**config.mk**
```make
export PLATFORM = sky130hd
export DESIGN_NAME = uc_multiciclo
export DESIGN_NICKNAME = d
export VERILOG_FILES = /design/src/rtl/uc_pkg.sv /design/src/rtl/uc_out_decode.sv /design/src/rtl/uc_multiciclo.sv
export SDC_FILE = /design/constraint.sdc
export NUM_CORES = 1
export LEC_CHECK = 0
export ABC_AREA = 1
export BUFFER_PORTS_ARGS = -buffer_cell sky130_fd_sc_hd__clkbuf_2
export CAP_MARGIN = 20
export CORE_UTILIZATION = 57
export DETAILED_ROUTE_END_ITERATION = 7
export MAX_ROUTING_LAYER = met4
export PLACE_DENSITY = 0.86
export SLEW_MARGIN = 20
export SYNTH_ARGS = -nofsm -noshare
export SYNTH_HDL_FRONTEND = slang
export SYNTH_SLANG_ARGS = --single-unit
```
**constraint.sdc**
```tcl
create_clock -name clk -period 3.49 [get_ports clk]
set_clock_uncertainty 0.15 [all_clocks]
set_input_delay 0.698 -clock clk [delete_from_list [all_inputs] [get_ports clk]]
set_output_delay 0.698 -clock clk [all_outputs]
set_load 0.005 [all_outputs]
```
**src/rtl/uc_pkg.sv**
```systemverilog
// Shared encodings for the multi-cycle MIPS control unit: opcodes, FSM states
// and the datapath mux-select codes driven by the output decoder.
package uc_pkg;

    localparam logic [5:0] OP_RTYPE = 6'b000000;
    localparam logic [5:0] OP_LW    = 6'b100011;
    localparam logic [5:0] OP_SW    = 6'b101011;
    localparam logic [5:0] OP_BEQ   = 6'b000100;
    localparam logic [5:0] OP_ADDI  = 6'b001000;
    localparam logic [5:0] OP_J     = 6'b000010;

    typedef enum logic [3:0] {
        FETCH  = 4'd0,
        DECODE = 4'd1,
        MEMADR = 4'd2,
        MEMRD  = 4'd3,
        MEMWB  = 4'd4,
        MEMWR  = 4'd5,
        REXEC  = 4'd6,
        RWB    = 4'd7,
        BEQ    = 4'd8,
        ADDIEX = 4'd9,
        ADDIWB = 4'd10,
        JUMP   = 4'd11
    } state_t;

    localparam logic [1:0] ALUOP_ADD   = 2'b00;
    localparam logic [1:0] ALUOP_SUB   = 2'b01;
    localparam logic [1:0] ALUOP_FUNCT = 2'b10;

    localparam logic [1:0] SRCB_B     = 2'b00;
    localparam logic [1:0] SRCB_FOUR  = 2'b01;
    localparam logic [1:0] SRCB_IMM   = 2'b10;
    localparam logic [1:0] SRCB_IMMSH = 2'b11;

    localparam logic [1:0] PCSRC_ALU    = 2'b00;
    localparam logic [1:0] PCSRC_ALUOUT = 2'b01;
    localparam logic [1:0] PCSRC_JUMP   = 2'b10;

endpackage

```
**src/rtl/uc_out_decode.sv**
```systemverilog
// Moore output decode: registered state (plus memReady for the handshake-driven
// strobes) to datapath controls. JUMP outputs exist only when UC_JUMP_EN is defined.
module uc_out_decode
    import uc_pkg::*;
(
    input  logic [3:0] state,
    input  logic       memReady,
    input  logic       en,
    output logic       pcWrite,
    output logic       pcWriteCond,
    output logic       iorD,
    output logic       memRead,
    output logic       memWrite,
    output logic       irWrite,
    output logic       memtoReg,
    output logic       regDst,
    output logic       regWrite,
    output logic       aluSrcA,
    output logic [1:0] aluSrcB,
    output logic [1:0] aluOp,
    output logic [1:0] pcSrc,
    output logic       retire
);

    always_comb begin
        pcWrite     = 1'b0;
        pcWriteCond = 1'b0;
        iorD        = 1'b0;
        memRead     = 1'b0;
        memWrite    = 1'b0;
        irWrite     = 1'b0;
        memtoReg    = 1'b0;
        regDst      = 1'b0;
        regWrite    = 1'b0;
        aluSrcA     = 1'b0;
        aluSrcB     = SRCB_B;
        aluOp       = ALUOP_ADD;
        pcSrc       = PCSRC_ALU;
        retire      = 1'b0;
        // en low (reset) leaves every control at its idle value
        if (en) begin
            case (state)
                FETCH: begin
                    memRead = 1'b1;
                    aluSrcB = SRCB_FOUR;
                    irWrite = memReady;
                    pcWrite = memReady;
                end
                DECODE: aluSrcB = SRCB_IMMSH;
                MEMADR: begin
                    aluSrcA = 1'b1;
                    aluSrcB = SRCB_IMM;
                end
                MEMRD: begin
                    memRead = 1'b1;
                    iorD    = 1'b1;
                end
                MEMWB: begin
                    regWrite = 1'b1;
                    memtoReg = 1'b1;
                    retire   = 1'b1;
                end
                MEMWR: begin
                    memWrite = 1'b1;
                    iorD     = 1'b1;
                    retire   = memReady;
                end
                REXEC: begin
                    aluSrcA = 1'b1;
                    aluOp   = ALUOP_FUNCT;
                end
                RWB: begin
                    regWrite = 1'b1;
                    regDst   = 1'b1;
                    retire   = 1'b1;
                end
                BEQ: begin
                    aluSrcA     = 1'b1;
                    aluOp       = ALUOP_SUB;
                    pcWriteCond = 1'b1;
                    pcSrc       = PCSRC_ALUOUT;
                    retire      = 1'b1;
                end
                ADDIEX: begin
                    aluSrcA = 1'b1;
                    aluSrcB = SRCB_IMM;
                end
                ADDIWB: begin
                    regWrite = 1'b1;
                    retire   = 1'b1;
                end
`ifdef UC_JUMP_EN
                JUMP: begin
                    pcWrite = 1'b1;
                    pcSrc   = PCSRC_JUMP;
                    retire  = 1'b1;
                end
`endif
                default: ;
            endcase
        end
    end

endmodule

```
**src/rtl/uc_multiciclo.sv**
```systemverilog
// Multi-cycle MIPS control unit: state register, next-state logic and retired
// instruction counter. Define UC_JUMP_EN to add the j instruction (state JUMP).
module uc_multiciclo
    import uc_pkg::*;
#(
    parameter int CNT_W = 32
) (
    input  logic             clk,
    input  logic             rst,
    input  logic [5:0]       opcode,
    input  logic             memReady,
    output logic             pcWrite,
    output logic             pcWriteCond,
    output logic             iorD,
    output logic             memRead,
    output logic             memWrite,
    output logic             irWrite,
    output logic             memtoReg,
    output logic             regDst,
    output logic             regWrite,
    output logic             aluSrcA,
    output logic [1:0]       aluSrcB,
    output logic [1:0]       aluOp,
    output logic [1:0]       pcSrc,
    output logic             illegalOp,
    output logic             retire,
    output logic [CNT_W-1:0] instrCount,
    output logic [3:0]       state
);

    state_t           stateReg;
    state_t           stateNext;
    logic [CNT_W-1:0] countReg;

    always_ff @(posedge clk) begin
        if (rst) begin
            stateReg <= FETCH;
            countReg <= '0;
        end else begin
            stateReg <= stateNext;
            if (retire) begin
                countReg <= countReg + 1'b1;
            end
        end
    end

    always_comb begin
        stateNext = FETCH;
        illegalOp = 1'b0;
        case (stateReg)
            FETCH:  stateNext = memReady ? DECODE : FETCH;
            DECODE: begin
                case (opcode)
                    OP_RTYPE:     stateNext = REXEC;
                    OP_LW, OP_SW: stateNext = MEMADR;
                    OP_BEQ:       stateNext = BEQ;
                    OP_ADDI:      stateNext = ADDIEX;
`ifdef UC_JUMP_EN
                    OP_J:         stateNext = JUMP;
`endif
                    default: begin
                        stateNext = FETCH;
                        illegalOp = ~rst;
                    end
                endcase
            end
            // opcode is held stable from DECODE, so it still selects lw vs sw here
            MEMADR: stateNext = (opcode == OP_SW) ? MEMWR : MEMRD;
            MEMRD:  stateNext = memReady ? MEMWB : MEMRD;
            MEMWR:  stateNext = memReady ? FETCH : MEMWR;
            REXEC:  stateNext = RWB;
            ADDIEX: stateNext = ADDIWB;
            default: stateNext = FETCH;
        endcase
    end

    uc_out_decode u_out_decode (
        .state       (stateReg),
        .memReady    (memReady),
        .en          (~rst),
        .pcWrite     (pcWrite),
        .pcWriteCond (pcWriteCond),
        .iorD        (iorD),
        .memRead     (memRead),
        .memWrite    (memWrite),
        .irWrite     (irWrite),
        .memtoReg    (memtoReg),
        .regDst      (regDst),
        .regWrite    (regWrite),
        .aluSrcA     (aluSrcA),
        .aluSrcB     (aluSrcB),
        .aluOp       (aluOp),
        .pcSrc       (pcSrc),
        .retire      (retire)
    );

    assign instrCount = countReg;
    assign state      = stateReg;

endmodule

```
Word-level counts from Yosys, hierarchy flattened
Cells that the tools add are included.
{"block": "op_classes", "n_addsub": 1, "eq_ne": 14, "muxes": 34, "n_bitwise": 1, "n_reduce_logical": 10}
{"operator": "adder 32 x 1 -> 32 bit, second input constant", "count": 1}
{"operator": "case mux 4 bit (7 select lines)", "count": 1}
{"operator": "2-to-1 mux 1 bit", "count": 23}
{"operator": "equality test 4 x 3 -> 1 bit, second input constant", "count": 4}
{"operator": "case mux 4 bit (4 select lines)", "count": 1}
{"operator": "equality test 4 bit, second input constant", "count": 3}
{"operator": "equality test 6 bit, second input constant", "count": 2}
{"operator": "2-to-1 mux 3 bit", "count": 3}
{"operator": "equality test 4 x 2 -> 1 bit, second input constant", "count": 2}
{"operator": "OR reduction 2 bit", "count": 4}
{"operator": "OR reduction 4 bit", "count": 2}
{"operator": "equality test 6 x 3 -> 1 bit, second input constant", "count": 1}
{"operator": "equality test 6 x 4 -> 1 bit, second input constant", "count": 1}
{"operator": "zero test 6 bit", "count": 1}
{"operator": "2-to-1 mux 2 bit", "count": 3}
{"operator": "case mux 2 bit (3 select lines)", "count": 1}
{"operator": "OR reduction 5 bit", "count": 1}
{"operator": "equality test 4 x 1 -> 1 bit, second input constant", "count": 1}
{"operator": "zero test 4 bit", "count": 1}
{"operator": "case mux 2 bit (2 select lines)", "count": 1}
{"operator": "OR reduction 3 bit", "count": 1}
{"operator": "case mux 1 bit (2 select lines)", "count": 1}
{"operator": "inverter 1 bit", "count": 1}
{"block": "totals", "reg_bits": 36, "output_inout_bits": 54, "word_cells": 62}

Logic depth before layout (Yosys ltp)
Gate-level depths: netlist of the first run.
{"block": "depth", "ltp_word": 4, "mapped_depth": 12}

Modules after synthesis
From an unflattened synthesis of the first run, not the netlist that was laid out.
{"block": "unflattened", "hier_cells": 404, "area_unflattened_um2": 2352.3}
{"module": "uc_multiciclo", "n_inst": 1, "cells_per_inst": 356, "area_per_inst_um2": 2140.8, "seq_area_each_um2": 720.7}
{"module": "uc_out_decode", "n_inst": 1, "cells_per_inst": 48, "area_per_inst_um2": 211.5, "seq_area_each_um2": 0.0}

Worst setup path after synthesis of the first run
No wires, ideal clock.
{"block": "synth_path", "path_type": "in2out", "start": "in rst", "end": "out pcSrc[0]", "arrival_time_ns": 1.501, "required_time_ns": 2.642, "setup_slack_ns": 1.141, "cell_stages": 4, "n_path_buf": 3, "cell_sequence": "clkbuf_1 > clkbuf_1 > nor2_1 > buf_4"}
{"block": "synth_between", "elab_chain_cells": 1}
{"item": "from (decl)", "line": "uc_multiciclo.sv:9", "rtl": "input logic rst,"}
{"item": "2-to-1 mux 2 bit", "line": "uc_out_decode.sv:41", "rtl": "if (en) begin"}
{"item": "to (decl)", "line": "uc_multiciclo.sv:24", "rtl": "output logic [1:0] pcSrc,"}
No other way between the ends.

Worst setup path after layout of the first run
{"block": "layout_path", "start": "reg stateReg[1], in the netlist state[1]", "end": "out retire"}
{"block": "layout_between", "elab_chain_cells": 4, "word_cells_on_any_way": 8, "classes_between": "eq/ne (5); mux (2); reduce/logical (1)"}
{"item": "from (decl)", "line": "uc_multiciclo.sv:31", "rtl": "state_t stateReg;"}
{"item": "from (signal assigned)", "line": "uc_multiciclo.sv:40", "rtl": "stateReg <= stateNext;"}
{"item": "equality test 4 x 3 -> 1 bit / equality test 4 bit (equally long branches)", "line": "uc_out_decode.sv:42", "rtl": "case (state)"}
{"item": "OR reduction 4 bit (no source line)"}
{"item": "case mux 1 bit (2 select lines) *", "line": "uc_out_decode.sv:42"}
{"item": "2-to-1 mux 1 bit *", "line": "uc_out_decode.sv:41"}
{"item": "to (decl)", "line": "uc_multiciclo.sv:26", "rtl": "output logic retire,"}
Every way passes the cells marked *; elsewhere a longest branch is shown, timed or not.

==> results of run 1 <==
## layer usage
layer,up-vias,global-route usage
li1,1398,-
met1,1264,0.3634
met2,131,0.4747
met3,11,0.06678
met4,0,0.1144
met5,-,-
## worst register-to-register path: stages, from the launching register on
cell and delay [ns]:
dfxtp_1 0.41, ha_1 0.25, nand2_1 0.07, nor2_1 0.20, nand2_1 0.14, nor2_1 0.21
nand2_1 0.13, nor2_1 0.16, nand3_1 0.08, nand2_1 0.07, nor2_1 0.04
## synthesized netlist by cell type, types with 3 or more instances
cell type	n	share of area
o21ai_1	7	0.015
clkbuf_1	3	0.0047
inv_2	6	0.0094
nor2_2	8	0.021
nand2_2	3	0.0078
nand3_1	32	0.067
nor3_1	8	0.017
nor2_1	95	0.15
dfxtp_1	36	0.30
a21oi_1	14	0.029
inv_1	42	0.066
nand2_1	105	0.16
buf_4	5	0.016
nand3_2	4	0.017
nand4_1	10	0.026
## path summary, 6_finish.rpt
kind	cells past startpoint	end	startpoint	slack, ns
min	2	instrCount[7]	instrCount[7]	0.39
max	6	retire	state[1]	0.76
min reg2reg	2	instrCount[7]	instrCount[7]	0.39
max reg2reg	10	instrCount[26]	instrCount[1]	1.49
## metrics by stage
stage          instance area (µm²)  worst slack [ns]
6_report                      2785            0.7610
5_1_grt                       2785            0.6318
4_1_cts                       2785            0.8018
3_5_place_dp                  2695             1.005
3_3_place_gp                  2695             1.046
2_1_floorplan                 2399             1.141
## cells by family after synthesis
| kind of cell | Yosys count |
|---|---|
| simple gates | 275 |
| flops | 36 |
| compound gates | 31 |
| other cells | 1 |
| buf+inv | 60 |
| xor+xnor | 3 |
| fa+ha+maj | 1 |
## sequential cells by signal, summed over array words and instances (netlist names)
| register | count |
|---|---|
| instrCount | 32 |
| state | 4 |
## area by class of cell
cell class	instances	area (µm²)
Tap cell	50	62.56
Fill cell	372	1244
Inverter	48	180.2
Timing Repair Buffer	62	312.8
Clock buffer	8	90.09
Sequential cell	36	720.7
Multi-Input combinational cell	311	1419
## power breakdown
part	switching, mW	internal, mW	total, mW	leakage [nW]
clock network	0.147	0.161	0.308	0.0455
logic	0.0302	0.0158	0.0460	0.862
registers	0.00226	0.412	0.414	0.290
total	0.180	0.589	0.768	1.20
==> flow_summary.yaml, run 1 <==
place:
  hpwl_mm: 4.530
  place_inst: 507
  portBuffers: 61
  place.gp.congestion: 0.9597
global_routing:
  antenna_found_initial: 0
  grt_overflow_total: 0
  grt_pass1_wl_mm: 9.929
  grt_pass1_vias: 2335
  grt_usage: 0.2976
  grt_max_degree: 31
timing:
  whs_ns: 0.3878
  rsz0062_at_grt: "false"
  tns_ns: 0
  finalSetupViolCount: 0
  max_slew_margin: 0.6378
  min_period_ns: 2.729
  period_share: 0.7820
  tightestPinTransition_ns: 0.5433
  slew_violations: 0
  hold_viol: 0
  max_freq_ghz: 0.3664
logic_synthesis:
  synth_cell_types: 35
  syn_inst: 407
  ys_ff_latch: 36
  synth-main-ff-cell: "dfxtp_1"
  synth_nets: 417
  synthMuxAreaShare: 0
  yosysSeqAreaShare: 0.3005
  ys_async_sr_fraction: 0
  synthAdderAreaFrac: 0.005216
  syn_area_mm2: 0.002399
  synth_warnings: 0
  synthSimpleGateAreaFrac: 0.5018
  synth_top_family_by_area: "simple AND/OR/NAND/NOR gates"
  synth-edff-count: 0
  synth_compound_area_frac: 0.07199
  avgSynthCellArea_um2: 5.893
  synth_xor_area_frac: 0.01095
drt:
  ant_nets: 0
  m1WireLength_mm: 2.671
  via_per_inst: 5.445
  top_layer: "met4"
  remaining_drc_errors: 0
  drt_wl_total_mm: 6.101
  drtIter0Drc: 180
  dr_wl_met2_mm: 2.914
  dr.pass1.iters: 5
  vias: 2804
  wl_met3_um: 431
  wire_per_inst_um: 11.85
worst_setup_path:
  cp.required_ns: 2.64
  critPathMaxStageDelay_ns: 0.51
  cp_max_fo: 23
  arrival_ns: 1.88
  start_kind: "flip-flop"
  cp_top_family: "simple AND/OR/NAND/NOR gates"
  endpoint_kind: "primary output"
  critPathBufInv: 1
  critPathKind: "reg2out"
  path_cells: "nor2_1, nand2_1, nand2_2, nor2_4, nor2_2, clkbuf_2"
  slowest_stage: "dfxtp_1"
final_layout:
  final_common_cell: "nand2_1"
  area_growth_pct: 16.12
  final_core_util: 0.6913
  layout_common_cells: "nand2_1 (105), nor2_1 (95), clkbuf_2 (61)"
  diodes: 0
  nets: 474
  instances_no_fill: 515
  drive_above_1_share: 0.1978
floorplanning:
  fp.dieW_um: 66.87
  rows: 23
  fp.dieArea_mm2: 0.004472
  design.portCount: 63
  die_h_um: 66.87
  initial_core_util: 0.5953
  core_area_mm2: 0.004029
run_status:
  outcome: "complete, no violations"
clocking:
  clock_latency_ns: 0.29
  clock-sinks: 36
  cts.htree.levels: 2
  cts_buffers: 5
  cts_resized: 0
  cts_tree: "done"
  hold_buffers: 0
  ctsLongestPathBuffers: 2
  clk_pin_slew_worst_paths_ns: 0.07
  root_buffer: "clkbuf_8"
  cts_setup_buffers: 0
pwr:
  p_per_area_mw_per_mm2: 275.9
  p_leak_nw: 1.198
  irDropWorstVdd_uv: 156.8
  finalPower_mw: 0.7683
flow_run:
  drv_cap: 0
worst_hold_path:
  min-delay-path-class: "reg2reg"
No activity file was read; power rests on OpenSTA's default activity.
==> inputs of run 2 (changes only) <==
--- a/config.mk
+++ b/config.mk
@@ -8,10 +8,10 @@
 export ABC_AREA = 1
 export BUFFER_PORTS_ARGS = -buffer_cell sky130_fd_sc_hd__clkbuf_2
 export CAP_MARGIN = 20
-export CORE_UTILIZATION = 57
+export CORE_UTILIZATION = 53
 export DETAILED_ROUTE_END_ITERATION = 7
 export MAX_ROUTING_LAYER = met4
-export PLACE_DENSITY = 0.86
+export PLACE_DENSITY = 0.81
 export SLEW_MARGIN = 20
 export SYNTH_ARGS = -nofsm -noshare
 export SYNTH_HDL_FRONTEND = slang
==> constraint.sdc (replaced) <==
create_clock -name clk -period 2.6 [get_ports clk]
set_clock_uncertainty 0.15 [all_clocks]
set_input_delay 0.52 -clock clk [delete_from_list [all_inputs] [get_ports clk]]
set_output_delay 0.52 -clock clk [all_outputs]
set_load 0.005 [all_outputs]
==> run 2 against run 1 <==
  * Combinational power up 38%
  * Power up 37%
  * Flip-flop and latch count is the same
  * Final cell count up 0.58%
  * Utilization down 4.6 points
  * Global-route usage down 3.9 points
  * Die area increased by 7.3%
  * Clock-buffer cell count shrank 1
==> flow_summary.yaml, run 2 (synthesized netlist as in run 1, its figures left out) <==
worst_setup_path:
  r2r_slack_ns: 0.63
  start_kind: "flip-flop"
  critPathKind: "reg2out"
  arrival_ns: 1.71
  rr_startpoint: "instrCount[1]"
  endpoint_kind: "primary output"
  r2r-end: "instrCount[28]"
  cp_max_fo: 6
  cp.required_ns: 1.93
  reg2reg_depth: 10
final_layout:
  regArea_um2: 720.7
  layout_common_cells: "nand2_1 (105), nor2_1 (95), clkbuf_2 (61)"
  final_common_cell: "nand2_1"
  nets: 476
  area_growth_pct: 17.11
  diodes: 0
  multiInputGateArea_mm2: 0.001419
  largest_reg_flops: 32
  fillers: 424
  drive_above_1_share: 0.2039
floorplanning:
  initial_core_util: 0.5509
  fp.dieW_um: 69.27
  die_h_um: 69.27
  rows: 24
  fp.dieArea_mm2: 0.004798
  core_area_mm2: 0.004354
  design.portCount: 63
clocking:
  cts_setup_buffers: 0
  cts_buffers: 5
  cts_resized: 0
  hold_buffers: 0
  clock_latency_ns: 0.29
  cts_tree: "done"
  clock-sinks: 36
  root_buffer: "clkbuf_8"
  ctsLongestPathBuffers: 2
  clk_pin_slew_worst_paths_ns: 0.08
  cts.htree.levels: 2
global_routing:
  grt_pass1_vias: 2313
  grt_overflow_total: 0
  grt_pass1_wl_mm: 9.956
  antenna_found_initial: 0
  grt_max_degree: 28
  grt_usage: 0.2590
timing:
  max_freq_ghz: 0.4203
  slew_violations: 0
  rsz0062_at_grt: "false"
  min_period_ns: 2.379
  hold_viol: 0
  tns_ns: 0
  period_share: 0.9151
  finalSetupViolCount: 0
drt:
  drtIter0Drc: 170
  remaining_drc_errors: 0
  vias: 2657
  ant_nets: 0
  wire_per_inst_um: 11.39
  drt_wl_total_mm: 5.900
  dr.pass1.iters: 4
  via_per_inst: 5.129
run_status:
  outcome: "complete, no violations"
place:
  place.gp.congestion: 0.9340
  hpwl_mm: 4.459
  portBuffers: 61
pwr:
  finalPower_mw: 1.052
  p_per_area_mw_per_mm2: 374.7
  irDropWorstVdd_uv: 257.0
  p_leak_nw: 1.212
worst_hold_path:
  min-delay-path-class: "reg2reg"
  hold_depth: 2
  worstHoldStart: "instrCount[30]"
  hold_end: "instrCount[30]"
flow_run:
  drv_cap: 0
## run 2: routing by layer
| metal | wire [µm] | track usage | vias up |
|---|---|---|---|
| li1 | - | - | 1401 |
| met1 | 2719 | 0.3101 | 1170 |
| met2 | 2794 | 0.4434 | 78 |
| met3 | 315 | 0.04215 | 8 |
| met4 | 70 | 0.08163 | 0 |
| met5 | 0 | - | - |
## run 2: report_power, final
part           internal, mW  switching (mW)  leakage (nW)
logic                0.0223          0.0410         0.871
registers             0.553         0.00263         0.290
clock network         0.236           0.198        0.0503
## run 2: final cells by class
type                       count  area share
clock buffer                   7     0.03430
tap                           52     0.02316
sequential                    36      0.2566
multi-input combinational    311      0.5051
inverter                      48     0.06414
timing repair buffer          64      0.1167
## run 2: worst max path at each step
stage              start        end  slack (ns)  cells past startpoint
6_report        state[3]  illegalOp        0.22                      6
5_1_grt         state[3]  illegalOp        0.07                      6
4_1_cts         state[3]  illegalOp        0.21                      6
3_5_place_dp    state[3]  illegalOp        0.52                      6
3_3_place_gp   opcode[1]  illegalOp        0.63                      7
2_1_floorplan        rst   pcSrc[0]        0.61                      4
## run 2: per-stage QoR
stage               hold slack, ns  area, µm²  setup slack, ns  cells    util
finish                      0.3724       2809           0.2208    518  0.6451
global route                0.4105       2809          0.06515    518  0.6451
CTS                         0.3742       2809           0.2074    518  0.6451
detailed placement          0.3634       2713           0.5232    511  0.6230
global placement            0.3584       2713           0.6311    511  0.6230
floorplan                   0.3544       2399           0.6074    407       -
## run 2: critical path, cell delays in order (launching register included)
cell and delay, ns:
dfxtp_1 0.36, nor2_1 0.33, nand2_1 0.20, inv_1 0.14, nand2_1 0.06, a211oi_1 0.20, clkbuf_2 0.14
==> inputs of run 3 (changes only) <==
--- a/config.mk
+++ b/config.mk
@@ -5,13 +5,12 @@
 export SDC_FILE = /design/constraint.sdc
 export NUM_CORES = 1
 export LEC_CHECK = 0
-export ABC_AREA = 1
 export BUFFER_PORTS_ARGS = -buffer_cell sky130_fd_sc_hd__clkbuf_2
 export CAP_MARGIN = 20
-export CORE_UTILIZATION = 53
+export CORE_UTILIZATION = 52
 export DETAILED_ROUTE_END_ITERATION = 7
 export MAX_ROUTING_LAYER = met4
-export PLACE_DENSITY = 0.81
+export PLACE_DENSITY = 0.8
 export SLEW_MARGIN = 20
 export SYNTH_ARGS = -nofsm -noshare
 export SYNTH_HDL_FRONTEND = slang
==> run 3 against run 2 <==
  * Critical path depth is 2 lower
  * Critical path type unchanged
  * Highest routed layer unchanged
  * Cell area down 4.1%
  * Utilization grew 0.95 points
  * Largest cell class unchanged
  * Non-clock buffer count up 10
  * Power fell by 5.5%
  * Via count fell by 11%
  * Register-to-register slack got worse by 0.23 ns
  * Combinational power grew 8.7%
  * Die area decreased by 2.8%
==> flow_summary.yaml, run 3 <==
run_status:
  outcome: "complete, no violations"
timing:
  tns_ns: 0
  max_freq_ghz: 0.4241
  min_period_ns: 2.358
  hold_viol: 0
  whs_ns: 0.3486
  rsz0062_at_grt: "false"
  worst_slack_ns: 0.2421
  finalSetupViolCount: 0
  slew_violations: 0
  period_share: 0.9069
global_routing:
  grt_pass1_vias: 2002
  grt_usage: 0.2565
  grt_max_degree: 27
  antenna_found_initial: 0
  grt_overflow_total: 0
  grt_pass1_wl_mm: 8.949
logic_synthesis:
  ys_async_sr_fraction: 0
  synth-main-ff-cell: "dfxtp_1"
  yosysMostFrequentCell: "dfxtp_1"
  syn_inst: 284
  syn_area_mm2: 0.002286
  avgSynthCellArea_um2: 8.049
  synth_top_cells_by_count: "dfxtp_1 (36), a21oi_1 (24), nor2_1 (21), nand4_1 (15), nor4_1 (15)"
  ys_ff_latch: 36
  synth_nets: 294
  yosys.area.top_type: "dfxtp_1"
  synth_warnings: 0
  synth-edff-count: 0
  synth_cell_types: 50
  yosysSeqAreaShare: 0.3153
  synthTopCellsByArea: "dfxtp_1 (32%), a21oi_1 (5.3%), or4_1 (4.6%)"
  synth_top_cell_area_share: 0.3153
floorplanning:
  fp.dieArea_mm2: 0.004665
  initial_core_util: 0.5555
  rows: 23
  design.portCount: 63
  core_area_mm2: 0.004115
  fp.dieW_um: 68.30
  die_h_um: 68.30
clocking:
  cts_resized: 0
  ctsLongestPathBuffers: 2
  hold_buffers: 0
  cts.htree.levels: 2
  clock_latency_ns: 0.29
  clock-sinks: 36
  cts_buffers: 5
  cts_setup_buffers: 0
  cts_tree: "done"
  root_buffer: "clkbuf_8"
  clk_pin_slew_worst_paths_ns: 0.07
worst_setup_path:
  endpoint_kind: "primary output"
  critPathKind: "reg2out"
  cp_max_fo: 9
  crit_start: "state[1]"
  arrival_ns: 1.69
  start_kind: "flip-flop"
  cp.required_ns: 1.93
  reg2reg_depth: 5
  rr_startpoint: "state[2]"
worst_hold_path:
  worstHoldStart: "instrCount[22]"
  min-delay-path-class: "reg2reg"
  hold_depth: 2
final_layout:
  layout_common_cells: "clkbuf_2 (61), dfxtp_1 (36), a21oi_1 (24)"
  largest_reg_flops: 32
  area_growth_pct: 17.84
  fillers: 381
  drive_above_1_share: 0.2861
  diodes: 0
  final_common_cell: "clkbuf_2"
  nets: 349
  instances_no_fill: 389
  fin_area_mm2: 0.002694
  final_core_util: 0.6546
drt:
  dr.pass1.iters: 4
  drtIter0Drc: 198
  vias: 2363
  ant_nets: 0
  drt_wl_total_mm: 5.398
  via_per_inst: 6.075
  wire_per_inst_um: 13.88
  remaining_drc_errors: 0
place:
  portBuffers: 61
  place_inst: 382
  place.gp.congestion: 0.8160
  postPlaceCellArea_mm2: 0.002616
  dpl_worst_slack_ns: 0.3115
  hpwl_mm: 3.912
pwr:
  p_leak_nw: 1.048
  p_per_area_mw_per_mm2: 369.2
  finalPower_mw: 0.9947
  irDropWorstVdd_uv: 327.3
flow_run:
  drv_cap: 0
==> run 3: path summary, 6_finish.rpt <==
check | end | slack, ns
setup / recovery | illegalOp | 0.24
setup reg to reg | instrCount[15] | 0.40
hold / removal | instrCount[22] | 0.35
hold reg to reg | instrCount[22] | 0.35
==> run 3: kinds of logic after synthesis <==
family,synth area share
AND/OR/NAND/NOR,0.3864
other,0.001640
adder cells (fa/ha/maj),0.005473
XOR/XNOR,0.01150
multiplexers,0.06349
flip-flops,0.3153
AO/OA/AOI/OAI,0.1555
buffers and inverters,0.06075
==> run 3: cell type report <==
type                            instances  area, µm²  area share
Clock buffer                            6      72.57     0.02694
Clock inverter                          1      5.005    0.001858
Inverter                                1      3.754    0.001393
Multi-Input combinational cell        221       1426      0.5295
Sequential cell                        36      720.7      0.2675
Tap cell                               50      62.56     0.02322
Timing Repair Buffer                   74      402.9      0.1496
==> run 3: worst max-delay path, cell delays in order (launching register included) <==
cell,delay (ns)
dfxtp_1,0.39
buf_4,0.20
nor4b_1,0.36
nor4b_1,0.29
clkbuf_2,0.17
==> run 3: where the power goes <==
part / internal, mW / switching [mW] / total [mW]
Sequential: 0.552 / 0.00187 / 0.554
Clock: 0.182 / 0.189 / 0.371
Combinational: 0.0282 / 0.0406 / 0.0689
==> run 3: per-layer routing <==
| metal | share of wire | GRT usage | routed length (µm) | up-vias |
|---|---|---|---|---|
| li1 | - | - | - | 1183 |
| met1 | 0.46 | 0.3276 | 2502 | 1105 |
| met2 | 0.48 | 0.4105 | 2577 | 70 |
| met3 | 0.051 | 0.06000 | 276 | 5 |
| met4 | 0.0076 | 0.05208 | 41 | 0 |
| met5 | 0 | - | 0 | - |
